### src/rtl/layer_seq_ctrl.sv
// rtl/layer_seq_ctrl.sv - per-layer sequencer: LN1, ATTN, LN2, FFN1, FFN2 start/done handshakes
// with layer index, weight base address and a per-stage watchdog.
module layer_seq_ctrl #(
  parameter int                NUM_LAYER    = 12,
  parameter int                ADDR_W       = 32,
  parameter logic [ADDR_W-1:0] LAYER_STRIDE = ADDR_W'(32'h0001_0000),
  parameter int                TIMEOUT      = 65535,
  localparam int               IDX_W        = (NUM_LAYER > 1) ? $clog2(NUM_LAYER) : 1
) (
  input  logic              clk,
  input  logic              reset_n,
  input  logic              ln_start,
  input  logic              ln1_done,
  input  logic              attn_done,
  input  logic              ln2_done,
  input  logic              ffn1_done,
  input  logic              ffn2_done,
  output logic              ln1_start,
  output logic              attn_start,
  output logic              ln2_start,
  output logic              ffn1_start,
  output logic              ffn2_start,
  output logic              linear2_done,
  output logic              busy,
  output logic [IDX_W-1:0]  layer_idx,
  output logic [ADDR_W-1:0] wbase,
  output logic              err
);

  localparam int TMR_W = (TIMEOUT > 0) ? $clog2(TIMEOUT + 1) : 1;
  // Watchdog fires on the edge that would complete the TIMEOUT-th cycle in a stage.
  localparam logic [TMR_W-1:0] TMR_LAST = TMR_W'((TIMEOUT > 0) ? TIMEOUT - 1 : 0);
  localparam logic [IDX_W-1:0] IDX_LAST = IDX_W'(NUM_LAYER - 1);

  typedef enum logic [2:0] {
    S_IDLE, S_LN1, S_ATTN, S_LN2, S_FFN1, S_FFN2, S_ERR
  } state_t;

  state_t           state;
  logic [TMR_W-1:0] timer;
  logic             stage_done;

  always_comb begin
    stage_done = 1'b0;
    case (state)
      S_LN1:   stage_done = ln1_done;
      S_ATTN:  stage_done = attn_done;
      S_LN2:   stage_done = ln2_done;
      S_FFN1:  stage_done = ffn1_done;
      S_FFN2:  stage_done = ffn2_done;
      default: stage_done = 1'b0;
    endcase
  end

  always_ff @(posedge clk or negedge reset_n) begin
    if (!reset_n) begin
      state        <= S_IDLE;
      timer        <= '0;
      ln1_start    <= 1'b0;
      attn_start   <= 1'b0;
      ln2_start    <= 1'b0;
      ffn1_start   <= 1'b0;
      ffn2_start   <= 1'b0;
      linear2_done <= 1'b0;
      busy         <= 1'b0;
      layer_idx    <= '0;
      wbase        <= '0;
      err          <= 1'b0;
    end else begin
      ln1_start    <= 1'b0;
      attn_start   <= 1'b0;
      ln2_start    <= 1'b0;
      ffn1_start   <= 1'b0;
      ffn2_start   <= 1'b0;
      linear2_done <= 1'b0;
      // wbase trails layer_idx by one cycle by construction.
      wbase        <= ADDR_W'(layer_idx) * LAYER_STRIDE;

      case (state)
        S_IDLE: begin
          if (ln_start) begin
            state     <= S_LN1;
            ln1_start <= 1'b1;
            busy      <= 1'b1;
            timer     <= '0;
          end
        end
        S_ERR: begin
        end
        default: begin
          if (ln_start)
            err <= 1'b1;
          if (stage_done) begin
            timer <= '0;
            case (state)
              S_LN1:  begin state <= S_ATTN; attn_start <= 1'b1; end
              S_ATTN: begin state <= S_LN2;  ln2_start  <= 1'b1; end
              S_LN2:  begin state <= S_FFN1; ffn1_start <= 1'b1; end
              S_FFN1: begin state <= S_FFN2; ffn2_start <= 1'b1; end
              default: begin
                state        <= S_IDLE;
                busy         <= 1'b0;
                linear2_done <= 1'b1;
                layer_idx    <= (layer_idx == IDX_LAST) ? '0 : layer_idx + 1'b1;
              end
            endcase
          end else if (TIMEOUT != 0 && timer == TMR_LAST) begin
            state <= S_ERR;
            err   <= 1'b1;
            busy  <= 1'b0;
          end else if (timer != '1) begin
            timer <= timer + 1'b1;
          end
        end
      endcase
    end
  end

endmodule

### config.mk
export PLATFORM = sky130hd
export DESIGN_NAME = layer_seq_ctrl
export DESIGN_NICKNAME = d
export VERILOG_FILES = /design/src/rtl/layer_seq_ctrl.sv
export SDC_FILE = /design/constraint.sdc
export NUM_CORES = 1
export LEC_CHECK = 0
export BUFFER_PORTS_ARGS = -buffer_cell sky130_fd_sc_hd__buf_4
export CAP_MARGIN = 20
export CORE_AREA = 2 2 68 64
export CTS_BUF_LIST = sky130_fd_sc_hd__clkbuf_4 sky130_fd_sc_hd__clkbuf_8
export DETAILED_ROUTE_END_ITERATION = 8
export DIE_AREA = 0 0 70 66
export GPL_TIMING_DRIVEN = 0
export PLACE_DENSITY = 0.84
export SETUP_SLACK_MARGIN = 0.15
export SLEW_MARGIN = 20
export SYNTH_ARGS = -nofsm -noshare
export SYNTH_HDL_FRONTEND = slang
export SYNTH_SLANG_ARGS = --single-unit
### constraint.sdc
create_clock -name clk -period 2.15 [get_ports clk]
set_input_delay 0.1075 -clock clk [delete_from_list [all_inputs] [get_ports clk]]
set_output_delay 0.1075 -clock clk [all_outputs]
set_load 0.01 [all_outputs]
---- Yosys cells after proc, flatten, opt, wreduce, memory -nomap -nowiden ----
Index checks and enable logic that the tools add are counted.
operators by class
  bitwise operators ....................... 3
  equal/unequal tests ..................... 12
  shift operators ......................... 0
  $mul .................................... 0
  reductions and logical operators ........ 9
  $lt $le $gt $ge ......................... 0
  muxes and demuxes ....................... 37
  add/subtract/negate cells ............... 2
  divide/modulo/power cells ............... 0
operators with widths
  kind                                                    count
  two-way mux 16 bit                                      4
  case mux 16 bit (2 select lines)                        1
  two-way mux 1 bit                                       24
  adder 16 x 1 -> 16 bit (second input constant)          1
  equality test 16 bit (second input constant)            1
  inequality test 16 bit (second input constant)          1
  case mux 3 bit (4 select lines)                         1
  equality test 3 bit (second input constant)             3
  two-way mux 3 bit                                       3
  AND reduction 4 bit                                     2
  equality test 3 x 2 -> 1 bit (second input constant)    2
  inequality test 3 x 2 -> 1 bit (second input constant)  2
  case mux 3 bit (2 select lines)                         1
  AND reduction 3 bit                                     2
  nonzero test 3 bit                                      2
  case mux 1 bit (5 select lines)                         1
  adder 4 x 1 -> 4 bit (second input constant)            1
  equality test 4 bit (second input constant)             1
  two-way mux 4 bit                                       1
  OR reduction 4 bit                                      1
  equality test 3 x 1 -> 1 bit (second input constant)    1
  logical NOT 3 bit                                       1
  NOT 1 bit                                               3
  inequality test 2 bit (second input constant)           1
  other kinds (2)                                         2
word-level totals
  latch bits .............................. 0
  bits in registers ....................... 35
  input port bits ......................... 8
  RAM bits ................................ 0
  logic and storage cells ................. 75
  memories ................................ 0
  bits in read-only memories .............. 0

---- Logic depth before layout (Yosys ltp) ----
Gate-level depths: netlist of run 1.
  depth after elaboration ................. 5
  gate-level depth with buffers ........... 7
  mapped depth without buffers ............ 7

---- Worst setup path before layout of run 1 ----
Ideal clock, no wire load.
  path type ............................... register to register
  from .................................... reg state[2]
  to ...................................... reg timer[3]
  data arrival time ....................... 1,918 ps
  setup slack ............................. 164 ps
  stages on the path, launching flop included .. 6
  clock period less this slack ............ 1,986 ps
  buffers on the path ..................... 0
  library setup time ...................... 69 ps
  required time ........................... 2,081 ps
  path through ............................ dfrtp_1 mux2_4 a211o_1 nor3_4 or4b_1 nand3_1
on the way
  word-level cells in the longest chain between the ends .. 4
  elaborated cells between the ends (all ways) .. 15
  classes of those cells .................. 8 x eq/ne; 3 x mux; 1 x bitwise; 3 x reduce/logical
ends and longest elaborated chain
  element                                                                                   line  text
  start, declared                                                                           39    state_t state;
  start signal, assigned                                                                    57    state <= S_IDLE;
  start signal, assigned                                                                    82    state <= S_LN1;
  start signal, assigned                                                                    96    S_LN1: begin state <= S_ATTN; attn_start <= 1'b1; end
  equality test 3 bit, or another cell as far along                                         45    case (state)
  case mux 1 bit (5 select lines)                                                           45
  inequality test 3 x 2 -> 1 bit (no source line), or another cell as far along             --
  AND reduction 4 bit (no source line) or case mux 16 bit (2 select lines) (tied branches)  --
  end signal, assigned                                                                      112   timer <= timer + 1'b1;
  end, declared                                                                             40    logic [TMR_W-1:0] timer;
Several ways; a longest one is shown, not always the timed one.
A chain may end at the register's enable or synchronous reset.

---- Worst setup path after layout of run 1 ----
Same ends and word-level chain as after synthesis.

==> metrics.md, run 1 <==
| Metric | Value |
|---|---|
| Vias in the first global route | ~1700 |
| Critical path type | flop to flop |
| Most common cell after layout, fill and taps aside | buf_4 |
| Max_cap viols | 0 |
| Reg power frac | 0.311 |
| Rows | 22 |
| Clk Latency, worst-skew pair | roughly 290 ps |
| Fin crit share | 0.931 |
| TritonCTS Buffers | 5 |
| Antenna diodes | 0 |
| Die Height | roughly 66 um |
| # port buffers | 23 |
| Max Freq | 500 MHz |
| Drt total wl | between 4000 and 5000 um |
| Largest area contributor in the netlist | dfrtp_1 |
| Dominant synthesized flop cell | dfrtp_1 |
| GRT overflow | 0 |
| First-pass GRT wire length | 7890 um |
| Final setup fails | 0 |
| Endpoint type of the worst setup path | flop |
| Slew Limit Fails | 0 |
| Slowest stage cell, crit path | or4b_1 |
| Synth Area per Inst | 9.22 um2 |
| Most frequent cells in the layout | 57 x buf_4, 34 x dfrtp_1, 28 x conb_1 |
| Vias | roughly 1800 |
| Pint | between 1.5 and 2 mW |
| Initial Utilization | 0.528 |
| Maximum vdd ir drop | approximately 0.00063 V |
| Sw frac | 0.407 |
| I/O Pins | 52 |
| Seq/Total Area, Yosys | 0.424 |
| CTS tree | built |
| Clock buffer depth | 2 |
| GPL Wtd Cong | 0.927 |
| Dpl hpwl | 3240 um |
| WP data required | 2380 ps |
| Core Region | just under 4000 um2 |
| Clk sink count | 35 |
| Synth area leaders | dfrtp_1 42%, buf_4 10%, nand2_1 3.5% |
| Share of layout cells above drive strength 1 | 0.326 |
| Drt pass-1 iters | 5 |
| CP startpoint kind | flop |
| Worst path max stage delay | approximately 460 ps |
| Pwr Density | 1180 nW/um2 |
| Status | finished clean |
| Asr flop ratio synth | 1.00 |
| Vias per std cell | 5.49 |
| Total Power | 3.11 mW |
| Routed Antenna Nets | 0 |
| Die area | between 4000 and 5000 um2 |
| Distinct cell type count after synthesis | 53 |
| Syn-to-layout area delta | 27.1% |
| Post-synth top area share | 0.424 |
| Clock Skew | 9.76 ps |
| Clk pin slew, worst setup/hold paths | 70 ps |
| Leakage | between 1 and 1.5 nW |
| YS warnings | 0 |
| Initial antenna violation count | 0 |
| Total GRT Usage | 0.219 |
| H-Tree Depth | 2 |
| Arr. time, crit path | 2230 ps |
| Largest net degree at the start of global routing | 36 |
| Nets | 299 |
| Post-synth EDFFs | 0 |
| Period minus WS final | about 2000 ps |
| Fin util | 0.671 |
| Switching pwr | 1.26 mW |
| Final hold violations | 0 |
| Die Width | 70 um |
| Root buf cell | clkbuf_8 |
| Min-delay worst type | input port to flop |
| Mapped Area | 2060 um2 |
| DR iter-0 viols | about 170 |
| Drt drc | 0 |
| Clock group share of total power | 0.155 |
| RSZ-0062 raised after global routing | true |
| Combinational share of power | 0.534 |
| Worst Path Max Fanout | 6 |
| Routed length per instance | between 10 and 15 um |
| Synth Instances | 224 |
| Worst-path cell chain | mux2_4, a211o_4, nor3_4, or4b_1, nand3_1 |
| Register bit total from synthesis | 35 |
## area by class of cell
cell class | instances | area, um2
Buffer | 37 | 267
Timing Repair Buffer | 30 | 231
Inverter | 11 | 41.3
Fill cell | 307 | 1280
Sequential cell | 35 | 877
Tap cell | 48 | 60.1
Clock inverter | 1 | 5.00
Multi-Input combinational cell | 168 | 1060
Clock buffer | 6 | 82.6
## power groups by stage
| stage | Clock [mW] | Combinational [mW] | Sequential [mW] |
|---|---|---|---|
| floorplan | 0 | 0.917 | 0.982 |
| global placement | 0 | 1.31 | 0.955 |
| detailed placement | 0 | 1.34 | 0.968 |
| CTS | 0.489 | 1.50 | 0.956 |
| global route | 0.521 | 1.80 | 0.990 |
| finish | 0.483 | 1.66 | 0.965 |
## sequential cells by signal, summed over array words and instances, names as in the netlist, 3 cells and up
| name | flops |
|---|---|
| state | 3 |
| wbase | 4 |
| timer | 16 |
| layer_idx | 4 |
## synth_stat cells (2+ instances only)
library cell,count
nand3_1,12
or2_2,2
o211ai_1,2
o2111ai_1,2
o21a_1,2
buf_4,28
and3_1,8
nand2_1,19
clkbuf_1,6
mux2i_1,3
o21ai_0,12
mux2_2,2
dfrtp_1,35
o221a_2,2
or3_1,4
a31oi_1,3
nor2_1,8
o22ai_1,5
a21oi_1,13
ha_1,3
nor3_1,7
inv_1,11
nor2b_1,3
buf_2,3
## cells by family (layout without fill, tap and decap cells)
kind of cell / count (synthesis) / in the layout / synth area share
other cells: 1 / 28 / 0.00182
simple gates: 77 / 77 / 0.211
buf+inv: 48 / 85 / 0.140
fa+ha+maj: 3 / 3 / 0.0182
flops: 35 / 35 / 0.424
compound gates: 54 / 54 / 0.172
mux: 6 / 6 / 0.0327
## routing by layer
| layer | wire length, um | vias to the layer above | GRT usage |
|---|---|---|---|
| met2 | 2390 | 95 | 0.390 |
| met3 | 341 | 10 | 0.0381 |
| li1 | - | 873 | - |
| met4 | 64 | 0 | 0.0938 |
| met5 | 0 | - | 0 |
| met1 | 1980 | 868 | 0.262 |
## path summary, 6_finish.rpt
check / to / from / slack, ps / depth (start not counted)
max: timer[3] / state[2] / 150 / 5
min: attn_start / ln1_done / 80 / 2
max reg2reg: timer[3] / state[2] / 150 / 5
min reg2reg: err / err / 480 / 1
max in group asynchronous: state[2] / reset_n / 1500 / 2
min in group asynchronous: wbase[19] / reset_n / 320 / 2
## metrics by stage
step | std cells | hold WS (ps) | setup WS, ps | cell area, um2 | TNS, ps
3_3_place_gp | 322 | 85.2 | -49.4 | 2400 | -70.4
3_5_place_dp | 322 | 83.2 | -80.4 | 2400 | -121
2_1_floorplan | 251 | -188 | 164 | 2170 | 0
5_1_grt | 336 | 91.4 | 114 | 2620 | 0
4_1_cts | 334 | 83.0 | 138 | 2550 | 0
6_report | 336 | 82.7 | 149 | 2620 | 0
## critical path, delay by kind of cell, from the launching register on
kind	cells	cell delay, ps
AO/OA/AOI/OAI	1	370
AND/OR/NAND/NOR	3	780
multiplexers	1	320
flip-flops	1	450
## what timing repair did
action	CTS	global route
endpoints found under the hold margin	35	0
hold buffers	1	0
pin swaps	4	8
setup endpoints to repair	18	18
resized for setup	8	18
setup buffers	4	2
Power figures use the tool's default switching activity.
==> inputs of run 2 (changes only) <==
- CTS_CLUSTER_DIAMETER: unset -> 150
- PLACE_DENSITY: 0.84 -> 0.79
==> metrics.md, run 2 (synthesized netlist as in run 1, its figures left out) <==
| Metric | Value |
|---|---|
| TritonCTS Buffers | 5 (unchanged) |
| GPL Wtd Cong | 0.898 (-3.1%) |
| Fin crit share | 0.925 (-0.00588) |
| H-Tree Depth | 2 (unchanged) |
| Rows | 22 (unchanged) |
| Total GRT Usage | 0.202 (-0.0167) |
| Min-delay worst type | input port to flop |
| Clock buffer depth | 2 (unchanged) |
| Vias per std cell | 5.25 (-4.5%) |
| Clk pin slew, worst setup/hold paths | 80 ps (about the same) |
| # fillers | 322 (+4.9%) |
| Drt total wl | 4410 um (-7.7%) |
| Max_cap viols | 0 (unchanged) |
| DR iter-0 viols | 177 (+3.5%) |
| I/O Pins | 52 (unchanged) |
| Vias in the first global route | 1601 (-6.8%) |
| Root buf cell | clkbuf_8 |
| Die area | 4620 um2 (unchanged) |
| Dpl hpwl | 3040 um (-6.3%) |
| Endpoint type of the worst setup path | flop |
| Arr. time, crit path | 2230 ps (about the same) |
| Slew Limit Fails | 0 (unchanged) |
| Clock Skew | 3.60 ps (-6.16 ps) |
| Pre-CTS WS | -76.8 ps (+3.56 ps) |
| Initial Utilization | 0.528 (unchanged) |
| Antenna diodes | 0 (unchanged) |
| Most common cell after layout, fill and taps aside | buf_4 |
| Share of layout cells above drive strength 1 | 0.313 (-0.0139) |
| Final Cell Area | 2580 um2 (-1.6%) |
| Largest regs | timer: 16 flops, layer_idx: 4 flops, wbase: 4 flops |
| Core Region | 3910 um2 (unchanged) |
| Worst Path Max Fanout | 5 (-1) |
| WP data required | 2390 ps (about the same) |
| Worst setup margin | 161 ps (+12.6 ps) |
| Clk Latency, worst-skew pair | 300 ps (about the same) |
| CTS tree | built |
| RSZ-0062 raised after global routing | true |
| Nets | 298 (-0.33%) |
| WHS Path Cells | 2 (unchanged) |
| Leakage | 1.27 nW (-1.0%) |
| Fin util | 0.661 (-0.0106) |
| WHS | 58.6 ps (-24.0 ps) |
| GRT overflow | 0 (unchanged) |
| Die Width | 70 um (unchanged) |
| Drt drc | 0 (unchanged) |
| Max FFs per register | 16 (unchanged) |
| Routed Antenna Nets | 0 (unchanged) |
| First-pass GRT wire length | 7300 um (-7.4%) |
| Vias | 1763 (-4.5%) |
| CP startpoint kind | flop |
| Setup_tns | 0 ps (unchanged) |
| Critical path type | flop to flop |
| Initial antenna violation count | 0 (unchanged) |
| Syn-to-layout area delta | 25.1% |
| R2r worst-path depth | 5 (unchanged) |
| Period minus WS final | 1990 ps (-12.6 ps) |
| Pwr Density | 1170 nW/um2 (-1.5%) |
| DP Area | 2400 um2 (unchanged) |
| Most frequent cells in the layout | 57 x buf_4, 34 x dfrtp_1, 28 x conb_1 |
| Final setup fails | 0 (unchanged) |
| Finished Layout Cells | 336 (unchanged) |
| Biggest register | timer |
| Total Power | 3.01 mW (-3.1%) |
| Clk sink count | 35 (unchanged) |
| Status | finished clean |
| Die Height | 66 um (unchanged) |
| Largest net degree at the start of global routing | 36 (unchanged) |
| Routed length per instance | 13.1 um (-7.7%) |
| Final hold violations | 0 (unchanged) |
| DP Cell Count | 322 (unchanged) |
| Max Freq | 503 MHz (+0.64%) |
| # port buffers | 23 (unchanged) |
| Maximum vdd ir drop | 0.000609 V (-3.3%) |
| Drt pass-1 iters | 4 (-1) |
## run 2: critical path, stage by stage, from the launching register on
cell,delay (ps)
dfrtp_2,450
mux2_4,320
a211o_4,360
nor3_4,240
or4b_1,460
nand3_1,90
## run 2: path summary, 6_finish.rpt
check | startpoint | end | slack (ps)
worst min register to register | err | err | 490
worst min-delay path | ln1_done | attn_start | 60
worst max register to register | state[2] | timer[3] | 160
max in group asynchronous | reset_n | state[2] | 1540
worst max-delay path | state[2] | timer[3] | 160
min in group asynchronous | reset_n | wbase[17] | 290
## run 2: what timing repair did
item / 4_1_cts / 5_1_grt
endpoints found under the hold margin: 35 / 0
setup buffers: 5 / 0
gates resized for setup: 7 / 11
endpoints found under the setup margin: 19 / 16
pin swaps: 4 / 0
hold buffers: 1 / 0
## run 2: power breakdown
| group | internal, mW | switching [mW] |
|---|---|---|
| Clock | 0.231 | 0.266 |
| Sequential | 0.818 | 0.133 |
| Combinational | 0.720 | 0.842 |
| Total | 1.77 | 1.24 |
## run 2: final cells by class
type / instances / area [um2] / area share
Tap cell: 48 / 60.1 / 0.0233
Multi-Input combinational cell: 168 / 1030 / 0.400
Sequential cell: 35 / 877 / 0.340
Clock buffer: 5 / 68.8 / 0.0266
Buffer: 37 / 258 / 0.0998
Timing Repair Buffer: 29 / 220 / 0.0853
Inverter: 11 / 41.3 / 0.0160
Clock inverter: 3 / 25.0 / 0.00969
## run 2: layer usage
layer / track usage / part of all wire
met1: 0.255 / 0.45
met2: 0.338 / 0.46
met3: 0.0274 / 0.066
met4: 0.113 / 0.021
met5: 0 / 0
==> inputs of run 3 (changes only) <==
- PLACE_DENSITY: 0.79 -> unset
- PLACE_DENSITY_LB_ADDON: unset -> 0.12
==> metrics.md, run 3 (synthesized netlist as in run 1, its figures left out) <==
| Metric | Value |
|---|---|
| Status | finished clean |
| CP startpoint kind | flop |
| Biggest register | timer |
| Worst Tran Pin Value | 590 ps |
| Slew Limit Fails | 0 (unchanged) |
| Drt total wl | 4470 um (+1.5%) |
| Period minus WS final | 1950 ps (-35.8 ps) |
| Max_cap viols | 0 (unchanged) |
| Finished Layout Cells | 337 (+0.30%) |
| Total GRT Usage | 0.208 (+0.00556) |
| Vias per std cell | 5.45 (+3.9%) |
| Pint | 1.81 mW (+2.1%) |
| Largest regs | timer: 16 flops, layer_idx: 4 flops, wbase: 4 flops |
| Endpoint type of the worst setup path | flop |
| Initial Utilization | 0.528 (unchanged) |
| Clock buffer depth | 2 (unchanged) |
| Fin crit share | 0.908 (-0.0167) |
| First-pass GRT wire length | 7500 um (+2.7%) |
| Initial antenna violation count | 0 (unchanged) |
| Antenna diodes | 0 (unchanged) |
| Max FFs per register | 16 (unchanged) |
| Final setup fails | 0 (unchanged) |
| Switching pwr | 1.24 mW (-0.19%) |
| Clock Skew | 2.37 ps (-1.23 ps) |
| Slew HR | 0.604 |
| DR iter-0 viols | 209 (+18%) |
| Maximum vdd ir drop | 0.000589 V (-3.4%) |
| Die Height | 66 um (unchanged) |
| Drt drc | 0 (unchanged) |
| GPL Wtd Cong | 0.845 (-5.9%) |
| Pre-CTS WS | -77.0 ps (-0.194 ps) |
| Clk pin slew, worst setup/hold paths | 70 ps (about the same) |
| Worst setup margin | 197 ps (+35.8 ps) |
| # fillers | 313 (-2.8%) |
| Share of layout cells above drive strength 1 | 0.318 (+0.00584) |
| # port buffers | 23 (unchanged) |
| GRT overflow | 0 (unchanged) |
| I/O Pins | 52 (unchanged) |
| RSZ-0062 raised after global routing | false |
| Vias | 1837 (+4.2%) |
| Arr. time, crit path | 2180 ps (-50 ps) |
| Most frequent cells in the layout | 57 x buf_4, 34 x dfrtp_1, 28 x conb_1 |
| CP delay by family, top | simple AND/OR/NAND/NOR gates |
| Max Freq | 512 MHz (+1.8%) |
| Root buf cell | clkbuf_8 |
| Die area | 4620 um2 (unchanged) |
| CTS tree | built |
| Drt pass-1 iters | 4 (unchanged) |
| Critical path type | flop to flop |
| Combinational share of power | 0.534 (+0.015) |
| TritonCTS Buffers | 5 (unchanged) |
| Core Region | 3910 um2 (unchanged) |
| Routed length per instance | 13.3 um (+1.2%) |
| Syn-to-layout area delta | 26.0% |
| Largest net degree at the start of global routing | 36 (unchanged) |
| Clk sink count | 35 (unchanged) |
| DP Area | 2400 um2 (unchanged) |
| Final hold violations | 0 (unchanged) |
| Worst Path Max Fanout | 5 (unchanged) |
| Fin util | 0.665 (+0.00480) |
| H-Tree Depth | 2 (unchanged) |
| Most common cell after layout, fill and taps aside | buf_4 |
| WP data required | 2380 ps (about the same) |
| Nets | 299 (+0.34%) |
| Sw frac | 0.407 (-0.00546) |
| Clock group share of total power | 0.152 (-0.013) |
| Die Width | 70 um (unchanged) |
| Worst path max stage delay | 440 ps (-20 ps) |
| Slowest stage cell, crit path | dfrtp_2 |
| Pwr Density | 1170 nW/um2 (+0.42%) |
| Dpl hpwl | 3020 um (-0.58%) |
| Leakage | 1.28 nW (+1.1%) |
| Final Cell Area | 2600 um2 (+0.73%) |
| Worst-path cell chain | mux2_4, a211o_4, or2_1, buf_6, or3_1, nand3_1 |
| Buf+Inv Stages, Crit Path | 1 (+1) |
| Clk Latency, worst-skew pair | 290 ps (about the same) |
| Min-delay worst type | input port to flop |
| Routed Antenna Nets | 0 (unchanged) |
| DP Cell Count | 322 (unchanged) |
| Reg power frac | 0.314 (-0.002) |
| WHS | 66.0 ps (+7.34 ps) |
| Vias in the first global route | 1586 (-0.94%) |
| Rows | 22 (unchanged) |
==> run 3: layout make-up <==
type                       count  area [um2]  area share
clock buffer                   5        68.8      0.0265
multi-input combinational    168        1040       0.400
sequential                    35         877       0.337
clock inverter                 3        15.0     0.00577
tap                           48        60.1      0.0231
buffer                        37         268       0.103
inverter                      11        41.3      0.0159
timing repair buffer          30         231      0.0890
==> run 3: power by group through the flow <==
stage               sequential, mW  combinational, mW  clock, mW
floorplan                    0.982              0.917          0
global placement             0.957               1.32          0
detailed placement           0.964               1.33          0
CTS                          0.950               1.50      0.474
global route                 0.977               1.77      0.501
finish                       0.956               1.63      0.463
==> run 3: worst paths after layout <==
check / from / endpoint / slack (ps) / cells past startpoint
worst max-delay path: state[2] / timer[7] / 200 / 6
worst min-delay path: ln1_done / attn_start / 70 / 2
max in group asynchronous: reset_n / state[2] / 1510 / 2
worst max register to register: state[2] / timer[7] / 200 / 6
min in group asynchronous: reset_n / layer_idx[2] / 300 / 2
worst min register to register: layer_idx[1] / wbase[17] / 480 / 0
==> run 3: repair_timing <==
action	CTS	global route
setup endpoints to repair	18	17
pin swaps	4	8
hold endpoints to repair	35	0
resized for setup	8	17
buffers inserted	5	1
hold buffers	1	0
==> run 3: per-layer routing <==
metal / part of all wire / global-route usage / vias up
met1: 0.43 / 0.271 / 852
met3: 0.091 / 0.0381 / 9
met4: 0.014 / 0.111 / 0
met2: 0.47 / 0.331 / 98
li1: - / - / 878
met5: 0 / 0 / -
==> run 3: through the flow <==
step	power, mW	TNS [ps]
2_1_floorplan	1.90	0
3_3_place_gp	2.28	-124
3_5_place_dp	2.30	-162
4_1_cts	2.93	0
5_1_grt	3.25	0
6_report	3.05	0
